[config.mk]
export PLATFORM = sky130hd
export DESIGN_NAME = mips_multicycle_control
export DESIGN_NICKNAME = d
export VERILOG_FILES = /design/src/rtl/mips_ctrl_pkg.sv /design/src/rtl/mips_ctrl_decode.sv /design/src/rtl/mips_multicycle_control.sv
export SDC_FILE = /design/constraint.sdc
export NUM_CORES = 1
export LEC_CHECK = 0
export BUFFER_PORTS_ARGS = -buffer_cell sky130_fd_sc_hd__buf_2
export CORE_MARGIN = 4
export CORE_UTILIZATION = 35
export CTS_CLUSTER_DIAMETER = 150
export DETAILED_ROUTE_END_ITERATION = 10
export PLACE_DENSITY = 0.69
export SYNTH_ARGS = -nofsm -noshare
export SYNTH_HDL_FRONTEND = slang
export SYNTH_HIERARCHICAL = 1
export SYNTH_SLANG_ARGS = --single-unit
[constraint.sdc]
create_clock -name clk -period 2.36 [get_ports clk]
set_clock_uncertainty 0.1 [all_clocks]
set_input_delay 0.118 -clock clk [delete_from_list [all_inputs] [get_ports clk]]
set_output_delay 0.118 -clock clk [all_outputs]
set_load 0.005 [all_outputs]
[src/rtl/mips_ctrl_pkg.sv]
// Shared constants for the MIPS_32 multicycle control path: opcodes, FSM
// state encoding, datapath mux encodings and the packed control vector.
// ALU_Control imports the ALUOP_* constants from here as well.
package mips_ctrl_pkg;

  localparam logic [5:0] OP_RTYPE = 6'h00;
  localparam logic [5:0] OP_LW    = 6'h23;
  localparam logic [5:0] OP_SW    = 6'h2B;
  localparam logic [5:0] OP_BEQ   = 6'h04;
  localparam logic [5:0] OP_ADDI  = 6'h08;
  localparam logic [5:0] OP_J     = 6'h02;

  localparam logic [1:0] ALUOP_ADD   = 2'b00;
  localparam logic [1:0] ALUOP_SUB   = 2'b01;
  localparam logic [1:0] ALUOP_FUNCT = 2'b10;

  localparam logic [1:0] ALUSRCB_B       = 2'b00;
  localparam logic [1:0] ALUSRCB_FOUR    = 2'b01;
  localparam logic [1:0] ALUSRCB_IMM     = 2'b10;
  localparam logic [1:0] ALUSRCB_IMM_SL2 = 2'b11;

  localparam logic [1:0] PCSRC_ALU    = 2'b00;
  localparam logic [1:0] PCSRC_ALUOUT = 2'b01;
  localparam logic [1:0] PCSRC_JUMP   = 2'b10;

  typedef enum logic [3:0] {
    S_IDLE   = 4'd0,
    S_FETCH  = 4'd1,
    S_DECODE = 4'd2,
    S_MEMADR = 4'd3,
    S_MEMRD  = 4'd4,
    S_MEMWB  = 4'd5,
    S_MEMWR  = 4'd6,
    S_REX    = 4'd7,
    S_RWB    = 4'd8,
    S_BEQ    = 4'd9,
    S_ADDIEX = 4'd10,
    S_ADDIWB = 4'd11,
    S_JMP    = 4'd12,
    S_TRAP   = 4'd13
  } state_t;

  typedef struct packed {
    logic       pc_write;
    logic       pc_write_cond;
    logic       i_or_d;
    logic       mem_read;
    logic       mem_write;
    logic       ir_write;
    logic       mem_to_reg;
    logic       reg_dst;
    logic       reg_write;
    logic       alu_src_a;
    logic [1:0] alu_src_b;
    logic [1:0] alu_op;
    logic [1:0] pc_source;
    logic       instr_done;
  } ctrl_t;

endpackage

[src/rtl/mips_ctrl_decode.sv]
// Combinational state + mem_ready -> datapath control vector.
// Anything not set for a state stays 0, so IDLE and TRAP drive nothing.
module mips_ctrl_decode
  import mips_ctrl_pkg::*;
(
  input  state_t state,
  input  logic   mem_ready,
  output ctrl_t  ctrl
);

  // Per-state control assertions; FETCH/MEMWR are Mealy on mem_ready.
  always_comb begin
    ctrl = '0;
    case (state)
      S_FETCH: begin
        ctrl.mem_read  = 1'b1;
        ctrl.alu_src_b = ALUSRCB_FOUR;
        ctrl.alu_op    = ALUOP_ADD;
        ctrl.pc_source = PCSRC_ALU;
        // Only load IR / bump PC in the completing cycle, so a stalled
        // fetch increments the PC exactly once.
        ctrl.ir_write  = mem_ready;
        ctrl.pc_write  = mem_ready;
      end
      S_DECODE: begin
        ctrl.alu_src_b = ALUSRCB_IMM_SL2;
        ctrl.alu_op    = ALUOP_ADD;
      end
      S_MEMADR, S_ADDIEX: begin
        ctrl.alu_src_a = 1'b1;
        ctrl.alu_src_b = ALUSRCB_IMM;
        ctrl.alu_op    = ALUOP_ADD;
      end
      S_MEMRD: begin
        ctrl.mem_read = 1'b1;
        ctrl.i_or_d   = 1'b1;
      end
      S_MEMWB: begin
        ctrl.reg_write  = 1'b1;
        ctrl.mem_to_reg = 1'b1;
        ctrl.instr_done = 1'b1;
      end
      S_MEMWR: begin
        ctrl.mem_write  = 1'b1;
        ctrl.i_or_d     = 1'b1;
        ctrl.instr_done = mem_ready;
      end
      S_REX: begin
        ctrl.alu_src_a = 1'b1;
        ctrl.alu_src_b = ALUSRCB_B;
        ctrl.alu_op    = ALUOP_FUNCT;
      end
      S_RWB: begin
        ctrl.reg_write  = 1'b1;
        ctrl.reg_dst    = 1'b1;
        ctrl.instr_done = 1'b1;
      end
      S_BEQ: begin
        ctrl.alu_src_a     = 1'b1;
        ctrl.alu_src_b     = ALUSRCB_B;
        ctrl.alu_op        = ALUOP_SUB;
        ctrl.pc_write_cond = 1'b1;
        ctrl.pc_source     = PCSRC_ALUOUT;
        ctrl.instr_done    = 1'b1;
      end
      S_ADDIWB: begin
        ctrl.reg_write  = 1'b1;
        ctrl.instr_done = 1'b1;
      end
      S_JMP: begin
        ctrl.pc_write   = 1'b1;
        ctrl.pc_source  = PCSRC_JUMP;
        ctrl.instr_done = 1'b1;
      end
      default: ctrl = '0;
    endcase
  end

endmodule

[src/rtl/mips_multicycle_control.sv]
// Multicycle main control FSM for the MIPS_32 datapath.
// Optional: define MIPS_CTRL_ILLEGAL_TRAP_EN to trap unknown opcodes
// (sticky illegal_op); otherwise unknown opcodes retire as a NOP.
//
// state  | meaning
// IDLE   | post-reset wait, RESET_IDLE_CYCLES cycles
// FETCH  | read instruction at PC, PC+4 on mem_ready
// DECODE | register read, branch target precompute, dispatch
// MEMADR | lw/sw address = A + imm
// MEMRD  | lw memory read, wait for mem_ready
// MEMWB  | lw register writeback from MDR
// MEMWR  | sw memory write, wait for mem_ready
// REX    | R-type execute (funct-driven ALU)
// RWB    | R-type writeback to rd
// BEQ    | compare and conditional PC load
// ADDIEX | addi execute A + imm
// ADDIWB | addi writeback to rt
// JMP    | unconditional jump
// TRAP   | unknown opcode halt, only left by reset
module mips_multicycle_control
  import mips_ctrl_pkg::*;
#(
  parameter int RESET_IDLE_CYCLES = 1
)(
  input  logic       clk,
  input  logic       rst_n,
  input  logic [5:0] opcode,
  input  logic       zero,
  input  logic       mem_ready,
  output logic       PCWrite,
  output logic       PCWriteCond,
  output logic       IorD,
  output logic       MemRead,
  output logic       MemWrite,
  output logic       IRWrite,
  output logic       MemtoReg,
  output logic       RegDst,
  output logic       RegWrite,
  output logic       ALUSrcA,
  output logic [1:0] ALUSrcB,
  output logic [1:0] ALUOp,
  output logic [1:0] PCSource,
  output logic       instr_done,
  output logic       illegal_op
);

  localparam logic [3:0] IDLE_LAST = 4'(RESET_IDLE_CYCLES - 1);

  state_t     state_q, state_d;
  logic [3:0] idle_cnt_q, idle_cnt_d;
  logic       nop_done;
  ctrl_t      ctrl;

  // The branch decision is made in the datapath (PCWriteCond & zero).
  logic unused_zero;
  assign unused_zero = zero;

  // State register and idle counter.
  always_ff @(posedge clk or negedge rst_n) begin
    if (!rst_n) begin
      state_q    <= S_IDLE;
      idle_cnt_q <= '0;
    end else begin
      state_q    <= state_d;
      idle_cnt_q <= idle_cnt_d;
    end
  end

  // Next-state logic and opcode dispatch.
  always_comb begin
    state_d    = state_q;
    idle_cnt_d = idle_cnt_q;
    nop_done   = 1'b0;
    case (state_q)
      S_IDLE: begin
        if (idle_cnt_q == IDLE_LAST) state_d = S_FETCH;
        else                         idle_cnt_d = idle_cnt_q + 4'd1;
      end
      S_FETCH:  if (mem_ready) state_d = S_DECODE;
      S_DECODE: begin
        case (opcode)
          OP_LW, OP_SW: state_d = S_MEMADR;
          OP_RTYPE:     state_d = S_REX;
          OP_BEQ:       state_d = S_BEQ;
          OP_ADDI:      state_d = S_ADDIEX;
          OP_J:         state_d = S_JMP;
          default: begin
`ifdef MIPS_CTRL_ILLEGAL_TRAP_EN
            state_d = S_TRAP;
`else
            state_d  = S_FETCH;
            nop_done = 1'b1;
`endif
          end
        endcase
      end
      S_MEMADR: state_d = (opcode == OP_SW) ? S_MEMWR : S_MEMRD;
      S_MEMRD:  if (mem_ready) state_d = S_MEMWB;
      S_MEMWR:  if (mem_ready) state_d = S_FETCH;
      S_REX:    state_d = S_RWB;
      S_ADDIEX: state_d = S_ADDIWB;
      S_MEMWB, S_RWB, S_BEQ, S_ADDIWB, S_JMP: state_d = S_FETCH;
      S_TRAP:   state_d = S_TRAP;
      default:  state_d = S_IDLE;
    endcase
  end

`ifdef MIPS_CTRL_ILLEGAL_TRAP_EN
  logic illegal_q, illegal_d;

  // Sticky flag, set as TRAP is entered so it is high in the first TRAP cycle.
  always_comb begin
    illegal_d = illegal_q | (state_d == S_TRAP);
  end

  // Trap flag register, cleared only by reset.
  always_ff @(posedge clk or negedge rst_n) begin
    if (!rst_n) illegal_q <= 1'b0;
    else        illegal_q <= illegal_d;
  end

  assign illegal_op = illegal_q;
`else
  assign illegal_op = 1'b0;
`endif

  mips_ctrl_decode u_decode (
    .state     (state_q),
    .mem_ready (mem_ready),
    .ctrl      (ctrl)
  );

  assign PCWrite     = ctrl.pc_write;
  assign PCWriteCond = ctrl.pc_write_cond;
  assign IorD        = ctrl.i_or_d;
  assign MemRead     = ctrl.mem_read;
  assign MemWrite    = ctrl.mem_write;
  assign IRWrite     = ctrl.ir_write;
  assign MemtoReg    = ctrl.mem_to_reg;
  assign RegDst      = ctrl.reg_dst;
  assign RegWrite    = ctrl.reg_write;
  assign ALUSrcA     = ctrl.alu_src_a;
  assign ALUSrcB     = ctrl.alu_src_b;
  assign ALUOp       = ctrl.alu_op;
  assign PCSource    = ctrl.pc_source;
  assign instr_done  = ctrl.instr_done | nop_done;

endmodule

==> Word level (Yosys, flattened, before mapping) <==
Index checks and enable logic that the tools add are counted.
{ "totals": {"ff_bits": 8, "out_inout_bits": 18, "word_cells": 62} }
{ "classes": {"addsub": 1, "eq_ne": 22, "n_mux": 22, "bitwise_logic": 2, "reduce_logical": 13} }
{ "op_table": {"columns": ["op", "count"], "rows": [
  ["case mux 4 bit (10 select lines)", 1],
  ["case mux 4 bit (5 select lines)", 2],
  ["== test 4 bit (second input constant)", 6],
  ["== test 4 x 3 -> 1 bit (second input constant)", 4],
  ["two-way mux 4 bit", 4],
  ["== test 6 bit (second input constant)", 2],
  ["two-way mux 1 bit", 11],
  ["== test 4 x 2 -> 1 bit (second input constant)", 2],
  ["zero test 4 bit", 2],
  ["inequality test 2 bit (second input constant)", 4],
  ["OR reduction 2 bit", 4],
  ["== test 6 x 2 -> 1 bit (second input constant)", 1],
  ["== test 6 x 3 -> 1 bit (second input constant)", 1],
  ["== test 6 x 4 -> 1 bit (second input constant)", 1],
  ["zero test 6 bit", 1],
  ["OR reduction 6 bit", 1],
  ["OR reduction 5 bit", 1],
  ["adder 4 x 1 -> 4 bit (second input constant)", 1],
  ["== test 4 x 1 -> 1 bit (second input constant)", 1],
  ["case mux 1 bit (2 select lines)", 2],
  ["case mux 2 bit (2 select lines)", 1],
  ["AND reduction 4 bit", 1],
  ["OR reduction 4 bit", 1],
  ["OR reduction 3 bit", 1],
  ["other kinds (4)", 4]
]} }

==> Longest topological paths before layout <==
{ "logic_depth": {"word_depth": 5, "ltp_mapped": 6, "depth_no_buf": 6} }

==> Modules after synthesis <==
Netlist, hierarchy kept.
{ "by_module_without_submodules": {"columns": ["mod", "n_inst", "cells_per_inst", "area_per_inst_um2", "seq_area_each_um2"], "rows": [
  ["mips_multicycle_control", 1, 78, 660.6, 200.2],
  ["mips_ctrl_decode", 1, 38, 212.7, 0.0]
]} }

==> Least setup slack after synthesis <==
Ideal clock, no wire load.
{ "synth_timing": {"path_type": "register -> register", "startpoint": "register idle_cnt_q[0]", "endpoint": "register idle_cnt_q[3]", "setup_ns": 0.123, "t_arrival_ns": 1.404, "required_ns": 2.137, "setup_slack_ns": 0.734, "stages_incl_launch_ff": 7, "n_path_buf": 0, "cell_sequence": "dfrtp_1 inv_1 ha_1 nor3b_1 nor4b_2 nand4_1 xnor2_1"} }
{ "synth_via": {"elab_chain_cells": 3, "elab_cells_between_ends": 4} }
{ "synth_rtl": {"columns": ["element", "line_no", "source"], "rows": [
  ["start: declaration", "mips_multicycle_control.sv:50", "logic [3:0] idle_cnt_q, idle_cnt_d;"],
  ["start signal: assignment", "mips_multicycle_control.sv:65", "idle_cnt_q <= idle_cnt_d;"],
  ["branches (longest 3 deep; another with adder 4 x 1 -> 4 bit)", null, null]
]} }
Several ways; the timed one is not identified.
A chain may end at the register's enable or synchronous reset.

==> run_results.csv <==
group,metric,value,unit
run_status,run_status,"finished, final reports clean",
floorplanning,io_pins,28,
timing,setup_viol,0,
floorplanning,initial_utilization,38.0,%
final_layout,nNetsFinal,151,
detailed_routing,wl,1.97,mm
synthesis,synth_warnings,6,
detailed_routing,vias_per_cell,5.36,
power,cellPowerDensity,847,mW/mm²
power,ir_worst_vdd,487,µV
timing,fmax,493,MHz
detailed_routing,drt-initial-drc-count,43,
detailed_routing,drt-wirelength-per-cell,11.9,µm
detailed_routing,route.antenna.remaining_nets,0,
synthesis,post_synthesis_register_bit_count,8,
final_layout,syn_to_final_growth,16.3,%
detailed_routing,detail_route.first_pass.iterations,4,
critical_path,crit_required,2.14,ns
floorplanning,die_width,58.0,µm
min_path,hold_class,"in -> async",
detailed_routing,detail_route.drc_violations,0,
timing,totalNegativeSetupSlack,0,ns
final_layout,final_design_area_no_fill,0.00102,mm²
grt,first_pass_grt_wire_length,3.33,mm
critical_path,path_max_fanout,22,
grt,grt_antenna_before_repair,0,
timing,grt_setup_unrepaired,"false",
grt,grt_start_max_net_pins,23,
placed_design,port_buffer_cells,25,
synthesis,synth_adder_area_share,2.87,%
placed_design,detailed_place_hpwl,1.53,mm
floorplanning,floorplan.die.height,58.0,µm
floorplanning,core.rowCount,17,
critical_path,path_delay_family,"flip-flops",
synthesis,synth.avg_cell_area,7.53,µm²
run,cap_violations,0,
critical_path,startpoint_types,"flip-flop",
grt,grt_overflow,0,
synthesis,seq_area_frac_synth,22.9,%
synthesis,synthesis.nets,128,
synthesis,main_combinational_cell_family_by_area_after_synthesis,"simple AND/OR/NAND/NOR gates",
synthesis,yosysUniqueCellTypes,41,
critical_path,slowest_stage,"sky130_fd_sc_hd__dfrtp_1",
clock_tree,clock_tree.htree_level_count,1,
timing,worst_hold_margin,0.136,ns
placed_design,dp_worst_setup_slack,0.585,ns
critical_path,worst_path_largest_cell_delay,0.80,ns
floorplanning,design.die.area,0.00336,mm²
critical_path,arrival,1.81,ns
detailed_routing,vias,885,
clock_tree,clk_pin_slew_worst_paths,0.05,ns
synthesis,post_synthesis_compound_gate_area_fraction,22.1,%
timing,post-route-period-util,86.0,%
grt,grtUsageTotal,12.5,%
clock_tree,tritoncts.num_buffers,3,
power,totalPowerFinal,0.861,mW
timing,drv_slew,0,
placed_design,routabilityCongestion,0.860,
clock_tree,cts_tree,"done",
floorplanning,design.core.area,0.00230,mm²
timing,setup_ws,0.330,ns
synthesis,muxShareOfSynthArea,1.15,%
critical_path,critical_path.cell_chain,"nand2b_1 > o21a_1 > o21ai_1 > or2_1 > buf_2",
grt,grt_pass1_vias,782,
final_layout,diodes,0,
clock_tree,clkSinkCount,8,
timing,final_hold_viol_count,0,
critical_path,worst_setup_ep_type,"primary output",
timing,tightestPinTransition,0.717,ns
synthesis,post_synthesis_cell_area,873,µm²
power,leakage_power_summed_over_all_cells,0.475,nW
synthesis,share_of_the_synthesized_netlist_area_taken_by_xor_and_xnor_gates,9.03,%
timing,min_period,2.03,ns
critical_path,crit_buf_inv,1,
final_layout,drive_gt1_share,25.5,%
synthesis,syn-instance-count,116,
clock_tree,cts-root-buf,"sky130_fd_sc_hd__clkbuf_4",
critical_path,timing.reg2reg.setup_slack,0.59,ns
synthesis,yosys.area_share.simple,31.1,%
clock_tree,worst_skew_pair.late_latency,0.25,ns
timing,maxSlewHeadroom,52.2,%
clock_tree,cts-root-to-sink-buffers,2,
placed_design,placed_area,983,µm²
critical_path,worst-setup-path-type,"reg -> out",
state kept, by name, summed over array words and instances (netlist names):
register    cells
state_q         4
idle_cnt_q      4
through the flow:
stage	cells	utilization [%]
6_report	165	44.2
5_1_grt	165	44.2
4_1_cts	165	44.2
3_5_place_dp	161	42.8
3_3_place_gp	161	42.8
2_1_floorplan	116	-
cells in the mapped netlist:
master                      instances  area (µm²)
sky130_fd_sc_hd__nor2_1            16        60.1
sky130_fd_sc_hd__nand2_1           11        41.3
sky130_fd_sc_hd__dfrtp_1            8         200
sky130_fd_sc_hd__nor3_1             6        30.0
sky130_fd_sc_hd__xnor2_1            6        52.6
sky130_fd_sc_hd__a21oi_1            5        25.0
sky130_fd_sc_hd__inv_1              5        18.8
sky130_fd_sc_hd__o21ai_0            5        25.0
sky130_fd_sc_hd__buf_2              4        20.0
sky130_fd_sc_hd__nand3_1            4        20.0
sky130_fd_sc_hd__a211oi_1           3        22.5
sky130_fd_sc_hd__buf_4              3        22.5
sky130_fd_sc_hd__nand2b_1           3        18.8
sky130_fd_sc_hd__nor2b_1            3        18.8
sky130_fd_sc_hd__xor2_1             3        26.3
sky130_fd_sc_hd__a221oi_1           2        17.5
sky130_fd_sc_hd__buf_6              2        22.5
sky130_fd_sc_hd__ha_1               2        25.0
sky130_fd_sc_hd__o22ai_1            2        12.5
sky130_fd_sc_hd__or2_1              2        12.5
sky130_fd_sc_hd__a2111oi_4          1        27.5
sky130_fd_sc_hd__a211o_1            1        8.76
sky130_fd_sc_hd__a22o_1             1        8.76
sky130_fd_sc_hd__a311oi_1           1        8.76
sky130_fd_sc_hd__a31oi_1            1        6.26
sky130_fd_sc_hd__and2_1             1        6.26
sky130_fd_sc_hd__and4_2             1        10.0
sky130_fd_sc_hd__buf_1              1        3.75
sky130_fd_sc_hd__clkbuf_1           1        3.75
sky130_fd_sc_hd__conb_1             1        3.75
sky130_fd_sc_hd__mux2i_1            1        10.0
sky130_fd_sc_hd__nand3b_1           1        7.51
sky130_fd_sc_hd__nand4_1            1        6.26
sky130_fd_sc_hd__nor3b_1            1        7.51
sky130_fd_sc_hd__nor4b_2            1        15.0
sky130_fd_sc_hd__o211a_1            1        10.0
sky130_fd_sc_hd__o21a_1             1        7.51
sky130_fd_sc_hd__o21ai_1            1        5.00
sky130_fd_sc_hd__o31ai_1            1        7.51
sky130_fd_sc_hd__or3_1              1        6.26
sky130_fd_sc_hd__or3_4              1        11.3
kinds of logic after synthesis:
family / count (synthesis)
adders and majority gates: 2
AOI/OAI and AO/OA: 26
muxes: 1
xor gates and xnor gates: 9
other: 1
DFF: 8
buffers and inverters: 16
and+or+nand+nor: 53
report_power, final:
part | internal (mW) | total, mW | switching, mW | leakage, nW
Clock | 0.0578 | 0.0985 | 0.0407 | 0.0138
Sequential | 0.161 | 0.273 | 0.112 | 0.107
Combinational | 0.242 | 0.489 | 0.248 | 0.354
worst register-to-register path, delay by kind of cell, from the launching register on:
family                    cells  cell delay (ns)
and+or+nand+nor               2             0.78
DFF                           1             0.64
xor gates and xnor gates      1             0.15
path summary, 6_finish.rpt:
path / startpoint / endpoint / cells past startpoint
max: state_q[0]$_DFFE_PN0P_ / instr_done / 5
min: rst_n / state_q[2]$_DFFE_PN0P_ / 2
max reg2reg: state_q[0]$_DFFE_PN0P_ / idle_cnt_q[3]$_DFFE_PN0P_ / 3
min reg2reg: idle_cnt_q[3]$_DFFE_PN0P_ / idle_cnt_q[3]$_DFFE_PN0P_ / 1
max in group asynchronous: rst_n / idle_cnt_q[1]$_DFFE_PN0P_ / 2
min in group clk: opcode[3] / state_q[0]$_DFFE_PN0P_ / 4
per-layer routing:
metal / up-vias / wire length (µm) / track usage [%]
met1: 401 / 834 / 15.3
met5: - / 0 / 0
met3: 4 / 166 / 3.56
li1: 444 / - / -
met4: 0 / 19 / 3.31
met2: 36 / 948 / 21.3
repair_timing:
item	in CTS	in global routing
endpoints found under the hold margin	8	0
gates resized for setup	0	0
setup buffers	0	0
hold buffers	1	0
final cells by class:
class / count / area, µm²
Fill cell: 228 / 1280
Multi-Input combinational cell: 92 / 582
Timing Repair Buffer: 29 / 158
Tap cell: 28 / 35.0
Sequential cell: 8 / 200
Inverter: 5 / 18.8
Clock buffer: 3 / 22.5
layout by cell type (no fill, tap or decap), types with 2 or more instances in the layout:
cell type                  count
sky130_fd_sc_hd__ha_1          2
sky130_fd_sc_hd__buf_4         3
sky130_fd_sc_hd__inv_1         5
sky130_fd_sc_hd__nand2_1      11
sky130_fd_sc_hd__dfrtp_1       8
sky130_fd_sc_hd__a21oi_1       5
sky130_fd_sc_hd__nor3_1        6
sky130_fd_sc_hd__o22ai_1       2
sky130_fd_sc_hd__a221oi_1      2
sky130_fd_sc_hd__or2_1         2
sky130_fd_sc_hd__a211oi_1      3
sky130_fd_sc_hd__xor2_1        3
sky130_fd_sc_hd__clkbuf_4      3
sky130_fd_sc_hd__nor2b_1       3
sky130_fd_sc_hd__xnor2_1       6
sky130_fd_sc_hd__nand2b_1      3
sky130_fd_sc_hd__o21ai_0       5
sky130_fd_sc_hd__nand3_1       4
sky130_fd_sc_hd__buf_2        25
sky130_fd_sc_hd__nor2_1       16
Power figures use the tool's default switching activity.
